File: config.mk
export PLATFORM = sky130hd
export DESIGN_NAME = spr_interval_avg_flat
export DESIGN_NICKNAME = d
export VERILOG_FILES = /design/src/rtl/spr_pkg.sv /design/src/rtl/spr_interval_avg_if.sv /design/src/rtl/spr_round_sat.sv /design/src/rtl/spr_interval_avg.sv /design/src/flat_wrapper.sv
export SDC_FILE = /design/constraint.sdc
export NUM_CORES = 1
export LEC_CHECK = 0
export CORE_MARGIN = 5
export CORE_UTILIZATION = 57
export DETAILED_ROUTE_END_ITERATION = 12
export MAX_ROUTING_LAYER = met4
export PLACE_DENSITY = 0.82
export SYNTH_ARGS = -nofsm -noshare
export SYNTH_HDL_FRONTEND = slang
export SYNTH_SLANG_ARGS = --single-unit
export TNS_END_PERCENT = 50
File: constraint.sdc
create_clock -name clk -period 4.3 [get_ports clk]
set_clock_uncertainty 0.1 [all_clocks]
set_input_delay 0.86 -clock clk [delete_from_list [all_inputs] [get_ports clk]]
set_output_delay 0.86 -clock clk [all_outputs]
set_load 0.03 [all_outputs]
File: src/rtl/spr_pkg.sv
// Shared constants, state type and interval helper for the SPR averaging stage.
// Latency: n/a (declarations only).
// Backpressure: n/a.
package spr_pkg;

    localparam logic [2:0] SPR_SHIFT_MIN = 3'd3;
    localparam logic [2:0] SPR_SHIFT_MAX = 3'd6;
    localparam int         SPR_FRAC_BITS = 2;

    typedef enum logic [0:0] {
        IDLE = 1'b0,
        ACC  = 1'b1
    } spr_avg_state_t;

    // Number of samples in a group for a given shift code (3/4/5/6 -> 2/4/8/16).
    function automatic logic [4:0] spr_interval(input logic [2:0] sb);
        logic [2:0] e;
        e = sb - 3'(SPR_FRAC_BITS);
        return 5'd1 << e;
    endfunction

endpackage

File: src/rtl/spr_interval_avg_if.sv
// Sample/average bus between the interval-to-shift stage and the averager.
// Latency: n/a (wiring only).
// Backpressure: none; the averager always accepts samples.
interface spr_interval_avg_if #(
    parameter int DW = 8
);
    logic          i_hs;
    logic          i_vs;
    logic [2:0]    shift_bit;
    logic          i_valid;
    logic [DW+1:0] i_data;
    logic          o_valid;
    logic [DW-1:0] o_data;
    logic          o_busy;

    modport master (
        output i_hs, i_vs, shift_bit, i_valid, i_data,
        input  o_valid, o_data, o_busy
    );

    modport slave (
        input  i_hs, i_vs, shift_bit, i_valid, i_data,
        output o_valid, o_data, o_busy
    );
endinterface

File: src/rtl/spr_round_sat.sv
// Round-half-up then saturate a group sum to DW bits (built only with SPR_ROUND_EN).
// Latency: combinational.
// Backpressure: none.
`ifdef SPR_ROUND_EN
module spr_round_sat #(
    parameter int DW = 8
) (
    input  logic [DW+5:0] acc,
    input  logic [2:0]    shift,
    output logic [DW-1:0] avg
);
    // One extra bit so adding the half never wraps a full 16-sample group.
    localparam int SW = DW + 7;

    logic [SW-1:0] half;
    logic [SW-1:0] sum;
    logic [SW-1:0] shifted;

    // Add half an LSB of the result, shift down, clamp anything above 2^DW-1.
    always_comb begin
        half    = SW'(1) << (shift - 3'd1);
        sum     = SW'(acc) + half;
        shifted = sum >> shift;
        avg     = (|shifted[SW-1:DW]) ? '1 : shifted[DW-1:0];
    end
endmodule
`endif

File: src/rtl/spr_interval_avg.sv
// Averages groups of 2^k weighted subpixel samples; rounding/saturation under SPR_ROUND_EN.
// Latency: o_valid one cycle after the last sample of a group.
// Backpressure: none; a sample is taken every i_valid cycle, HS/VS blanking drops partial groups.
module spr_interval_avg
    import spr_pkg::*;
#(
    parameter int DW = 8
) (
    input  logic               clk,
    input  logic               rst_n,
    spr_interval_avg_if.slave  bus
);
    localparam int AW = DW + 6;

    localparam logic [0:0] ST_IDLE = IDLE;
    localparam logic [0:0] ST_ACC  = ACC;

    logic [0:0]    state_q;
    logic [AW-1:0] acc_q;
    logic [4:0]    cnt_q;
    logic [2:0]    shift_q;
    logic          o_valid_q;
    logic [DW-1:0] o_data_q;

    logic          blank;
    logic          shift_ok;
    logic          start;
    logic          accum;
    logic          done;
    logic [AW-1:0] acc_sum;
    logic [4:0]    cnt_nxt;
    logic [DW-1:0] avg_dat;

    // Decode the sample's role: group start, continuation, or group completion.
    always_comb begin
        blank    = !bus.i_hs || !bus.i_vs;
        shift_ok = (bus.shift_bit >= SPR_SHIFT_MIN) && (bus.shift_bit <= SPR_SHIFT_MAX);
        start    = (state_q == ST_IDLE) && bus.i_valid && !blank && shift_ok;
        accum    = (state_q == ST_ACC) && bus.i_valid && !blank;
        acc_sum  = ((state_q == ST_ACC) ? acc_q : '0) + AW'(bus.i_data);
        cnt_nxt  = ((state_q == ST_ACC) ? cnt_q : 5'd0) + 5'd1;
        // A group is at least two samples, so only a continuation can complete one.
        done     = accum && (cnt_nxt == spr_interval(shift_q));
    end

`ifdef SPR_ROUND_EN
    spr_round_sat #(.DW(DW)) u_round (
        .acc   (acc_sum),
        .shift (shift_q),
        .avg   (avg_dat)
    );
`else
    // Truncating normalise; a full group of max samples still fits in DW bits.
    always_comb avg_dat = DW'(acc_sum >> shift_q);
`endif

    // Group state; blanking wins over a coincident sample and drops any partial group.
    always_ff @(posedge clk or negedge rst_n) begin
        if (!rst_n) begin
            state_q   <= ST_IDLE;
            acc_q     <= '0;
            cnt_q     <= '0;
            shift_q   <= '0;
            o_valid_q <= 1'b0;
            o_data_q  <= '0;
        end else if (blank) begin
            state_q   <= ST_IDLE;
            acc_q     <= '0;
            cnt_q     <= '0;
            shift_q   <= '0;
            o_valid_q <= 1'b0;
        end else begin
            o_valid_q <= done;
            if (start) begin
                shift_q <= bus.shift_bit;
                acc_q   <= acc_sum;
                cnt_q   <= cnt_nxt;
                state_q <= ST_ACC;
            end else if (done) begin
                o_data_q <= avg_dat;
                acc_q    <= '0;
                cnt_q    <= '0;
                state_q  <= ST_IDLE;
            end else if (accum) begin
                acc_q <= acc_sum;
                cnt_q <= cnt_nxt;
            end
        end
    end

    assign bus.o_valid = o_valid_q;
    assign bus.o_data  = o_data_q;
    assign bus.o_busy  = (state_q == ST_ACC);

endmodule
File: src/flat_wrapper.sv
// flat-port wrapper written by rule: the top's interface ports become plain ports
module spr_interval_avg_flat import spr_pkg::*;
#(
    parameter int DW = 8
)
  (clk, rst_n, bus_i_hs, bus_i_vs, bus_shift_bit, bus_i_valid, bus_i_data, bus_o_valid, bus_o_data, bus_o_busy);
  spr_interval_avg_if #(.DW(DW)) bus_i ();
  input  logic clk;
  input  logic rst_n;
  input wire logic [$bits(bus_i.i_hs)-1:0] bus_i_hs;
  input wire logic [$bits(bus_i.i_vs)-1:0] bus_i_vs;
  input wire logic [$bits(bus_i.shift_bit)-1:0] bus_shift_bit;
  input wire logic [$bits(bus_i.i_valid)-1:0] bus_i_valid;
  input wire logic [$bits(bus_i.i_data)-1:0] bus_i_data;
  output wire logic [$bits(bus_i.o_valid)-1:0] bus_o_valid;
  output wire logic [$bits(bus_i.o_data)-1:0] bus_o_data;
  output wire logic [$bits(bus_i.o_busy)-1:0] bus_o_busy;
  assign bus_i.i_hs = bus_i_hs;
  assign bus_i.i_vs = bus_i_vs;
  assign bus_i.shift_bit = bus_shift_bit;
  assign bus_i.i_valid = bus_i_valid;
  assign bus_i.i_data = bus_i_data;
  assign bus_o_valid = bus_i.o_valid;
  assign bus_o_data = bus_i.o_data;
  assign bus_o_busy = bus_i.o_busy;
  spr_interval_avg #(.DW(DW)) u_core (.clk(clk), .rst_n(rst_n), .bus(bus_i));
endmodule
==> flow_summary.yaml <==
sta:
  finalHoldViolations: 0
  fin_crit_ns: 3.69
  setup-violations-final: 0
  drv_slew: 0
  setup_ws_ns: 0.614
  worst_pin_slew_ns: 0.787
  slew_headroom_pct: 47.6
  grt_setup_unrepaired: "no"
  fmax_mhz: 271
  final.setup.tns_ns: 0
  period_share_pct: 85.7
detailed_routing:
  antenna_left: 0
  wirelength_mm: 6.06
  first_pass_iters: 5
  vias: 2139
  drt-initial-drc-count: 184
  drcViolationCount: 0
  wire_per_inst_um: 17.5
  via_per_inst: 6.18
yosys:
  ys.flop_type: "dfrtp_1"
  yosysUniqueCellTypes: 62
  async_reset_ff_share_pct: 100
  ys_warn_count: 0
  postSynthCellCount: 266
  avgSynthCellArea_sq_um: 9.37
  ys_ff_latch: 32
  syn_area_sq_um: 2490
  synth_edf_count: 0
  seq_area_frac_synth_pct: 32.1
  syn-num-nets: 296
floorplanning:
  initial_core_util_pct: 58.1
  die_y_um: 76.1
  die_width_um: 76.1
  core_area_sq_um: 4290
  die_area_sq_um: 5800
  io_pins: 28
  row_count: 24
clocking:
  root_buffer: "clkbuf_8"
  htree_num_levels: 2
  clock_latency_ns: 0.29
  cts_tree: "built"
  cts-buffers-inserted: 5
  cts_hold_buffers: 0
  path_clk_slew_ns: 0.07
  cts_setup_buffers: 0
  clk_path_buf_depth: 2
  cts_sinks: 32
  cts_resized: 0
setup_path:
  crit_family: "multiplexers"
  startpoint_type: "primary input"
  cp.required_ns: 4.38
  crit_arrival_ns: 3.76
  path_class: "in2reg"
  crit_path_max_incr_delay_ns: 0.48
  cp_num_buf_inv: 2
  cp-end-kind: "flop"
  slowest_stage: "mux4_2"
  crit_fanout: 6
  path_cells: "clkdlybuf4s50_1, ha_1, inv_1, fa_1, nor2b_2, o2111ai_1, nand2_1, o41ai_2, xnor2_1, mux4_2, a221o_1, mux2_4"
cells_and_area:
  fin_nets: 323
  multiInputGateArea_sq_um: 1570
  fillers: 357
  seqCellArea_sq_um: 801
  drive_gt1_share_pct: 11.9
  antenna_cells: 0
  final_area_sq_um: 2920
  syn_to_final_growth_pct: 17.0
power:
  switchingPower_uw: 195
  pwr-share-clk_pct: 38.9
  p_comb_share_pct: 17.6
  switching_share_pct: 26.4
  seqPwrFrac_pct: 43.5
  peakVddDrop_mv: 0.153
  p_int_uw: 543
  p_per_area_nw_per_um2: 253
  leakage_nw: 1.31
place:
  dpl_worst_slack_ns: 0.313
  routabilityCongestion: 0.950
  hpwl_mm: 4.43
  place_area_sq_um: 2810
  io_buffer_count: 27
global_routing:
  grt_max_degree: 33
  grt_overflow: 0
  gr-usage-met3_pct: 3.55
  grt_use_met2_pct: 34.4
  grt_pass1_vias: 2092
  use_met1_pct: 28.4
  antenna_found_initial: 0
  grt_pass1_wl_mm: 10.2
  grt.busiest_layer: "met2"
  track_usage_pct: 22.0
status:
  status: "completed"
run:
  drv_cap: 0
hold_path:
  hp-class: "reg2reg"
[cell usage after synthesis (8+ instances only)]
cell / n / area [sq um]
dfrtp_1: 32 / 801
nand2_1: 27 / 101
nor2_1: 18 / 67.6
a22o_1: 13 / 114
and2_1: 13 / 81.3
a21oi_1: 12 / 60.1
nand3_1: 12 / 60.1
ha_1: 11 / 138
inv_1: 10 / 37.5
xnor2_1: 10 / 87.6
clkbuf_1: 8 / 30.0
[worst register-to-register path, delay by kind of cell, from the launching register on]
family                     cells  cell delay [ns]
xor gates and xnor gates       2             0.32
AOI/OAI and AO/OA              2             1.01
and+or+nand+nor                4             0.42
DFF                            1             0.63
buffers and inverters          3             0.67
adders and majority gates      1             0.23
[worst paths after layout]
kind	startpoint	end	slack (ns)	cells after the start
max in group asynchronous	rst_n	u_core.acc_q[1]$_DFFE_PN0P_	2.93	2
hold / removal	u_core.acc_q[1]$_DFFE_PN0P_	u_core.acc_q[1]$_DFFE_PN0P_	0.39	2
min in group asynchronous	rst_n	u_core.acc_q[6]$_DFFE_PN0P_	0.86	2
setup reg to reg	u_core.bus.o_busy$_DFFE_PN0P_	u_core.bus.o_data[7]$_DFFE_PN0P_	0.80	12
hold reg to reg	u_core.acc_q[1]$_DFFE_PN0P_	u_core.acc_q[1]$_DFFE_PN0P_	0.39	2
setup / recovery	bus_i_data[0]	u_core.bus.o_data[4]$_DFFE_PN0P_	0.61	12
[state kept, by name, indices dropped and copies added (netlist names)]
| register | count |
|---|---|
| u_core.shift_q | 3 |
| u_core.bus.o_data | 8 |
| u_core.cnt_q | 5 |
| u_core.acc_q | 14 |
| u_core.bus.o_valid | 1 |
| u_core.bus.o_busy | 1 |
[cells by family after synthesis]
| family | Yosys count | share of synthesized area [%] |
|---|---|---|
| AOI/OAI and AO/OA | 72 | 22.9 |
| xor gates and xnor gates | 17 | 5.97 |
| adders and majority gates | 12 | 6.32 |
| buffers and inverters | 26 | 4.82 |
| DFF | 32 | 32.1 |
| muxes | 15 | 9.08 |
| and+or+nand+nor | 92 | 18.8 |
[metrics by stage]
stage / hold WS [ns] / cells / utilization [%] / power (mW)
6_report: 0.395 / 346 / 67.9 / 0.739
5_1_grt: 0.409 / 346 / 67.9 / 0.766
4_1_cts: 0.396 / 346 / 67.9 / 0.741
3_5_place_dp: 0.380 / 338 / 65.4 / 0.456
3_3_place_gp: 0.371 / 338 / 65.4 / 0.454
2_1_floorplan: 0.350 / 266 / - / 0.403
[final cells by class]
cell class                      count  share of cell area, %
Clock buffer                        6                   2.49
Clock inverter                      2                   1.20
Inverter                           11                   1.42
Multi-Input combinational cell    208                   53.9
Sequential cell                    32                   27.4
Tap cell                           52                   2.23
Timing Repair Buffer               35                   11.3
[cell usage in the layout (no fill, tap or decap), types with 2 or more instances in the layout]
cell,instances
dfrtp_1,32
nand2_1,27
clkdlybuf4s50_1,27
nor2_1,18
and2_1,13
a22o_1,13
nand3_1,12
a21oi_1,12
ha_1,11
inv_1,10
xnor2_1,10
buf_4,8
o21ai_0,7
xor2_1,7
mux2i_1,5
a31oi_1,5
clkbuf_8,5
nor3_1,4
mux4_2,4
mux2_2,4
nand2b_1,3
a311oi_1,3
o211ai_1,3
and3_1,3
a32o_1,3
and4_1,2
o2111ai_1,2
a21o_1,2
o31ai_1,2
a211oi_1,2
o21a_1,2
o32a_1,2
[metal layers]
| layer | vias to the layer above | wire length, um |
|---|---|---|
| met1 | 1012 | 2720 |
| met3 | 15 | 289 |
| met4 | 0 | 169 |
| met5 | - | 0 |
| met2 | 62 | 2890 |
| li1 | 1050 | - |
[power groups by stage]
stage	clock (mW)	combinational (mW)	sequential (mW)
finish	0.287	0.130	0.321
global route	0.302	0.141	0.323
CTS	0.290	0.130	0.321
detailed placement	0	0.129	0.327
global placement	0	0.127	0.326
floorplan	0	0.0750	0.328
No activity file was read; power rests on OpenSTA's default activity.
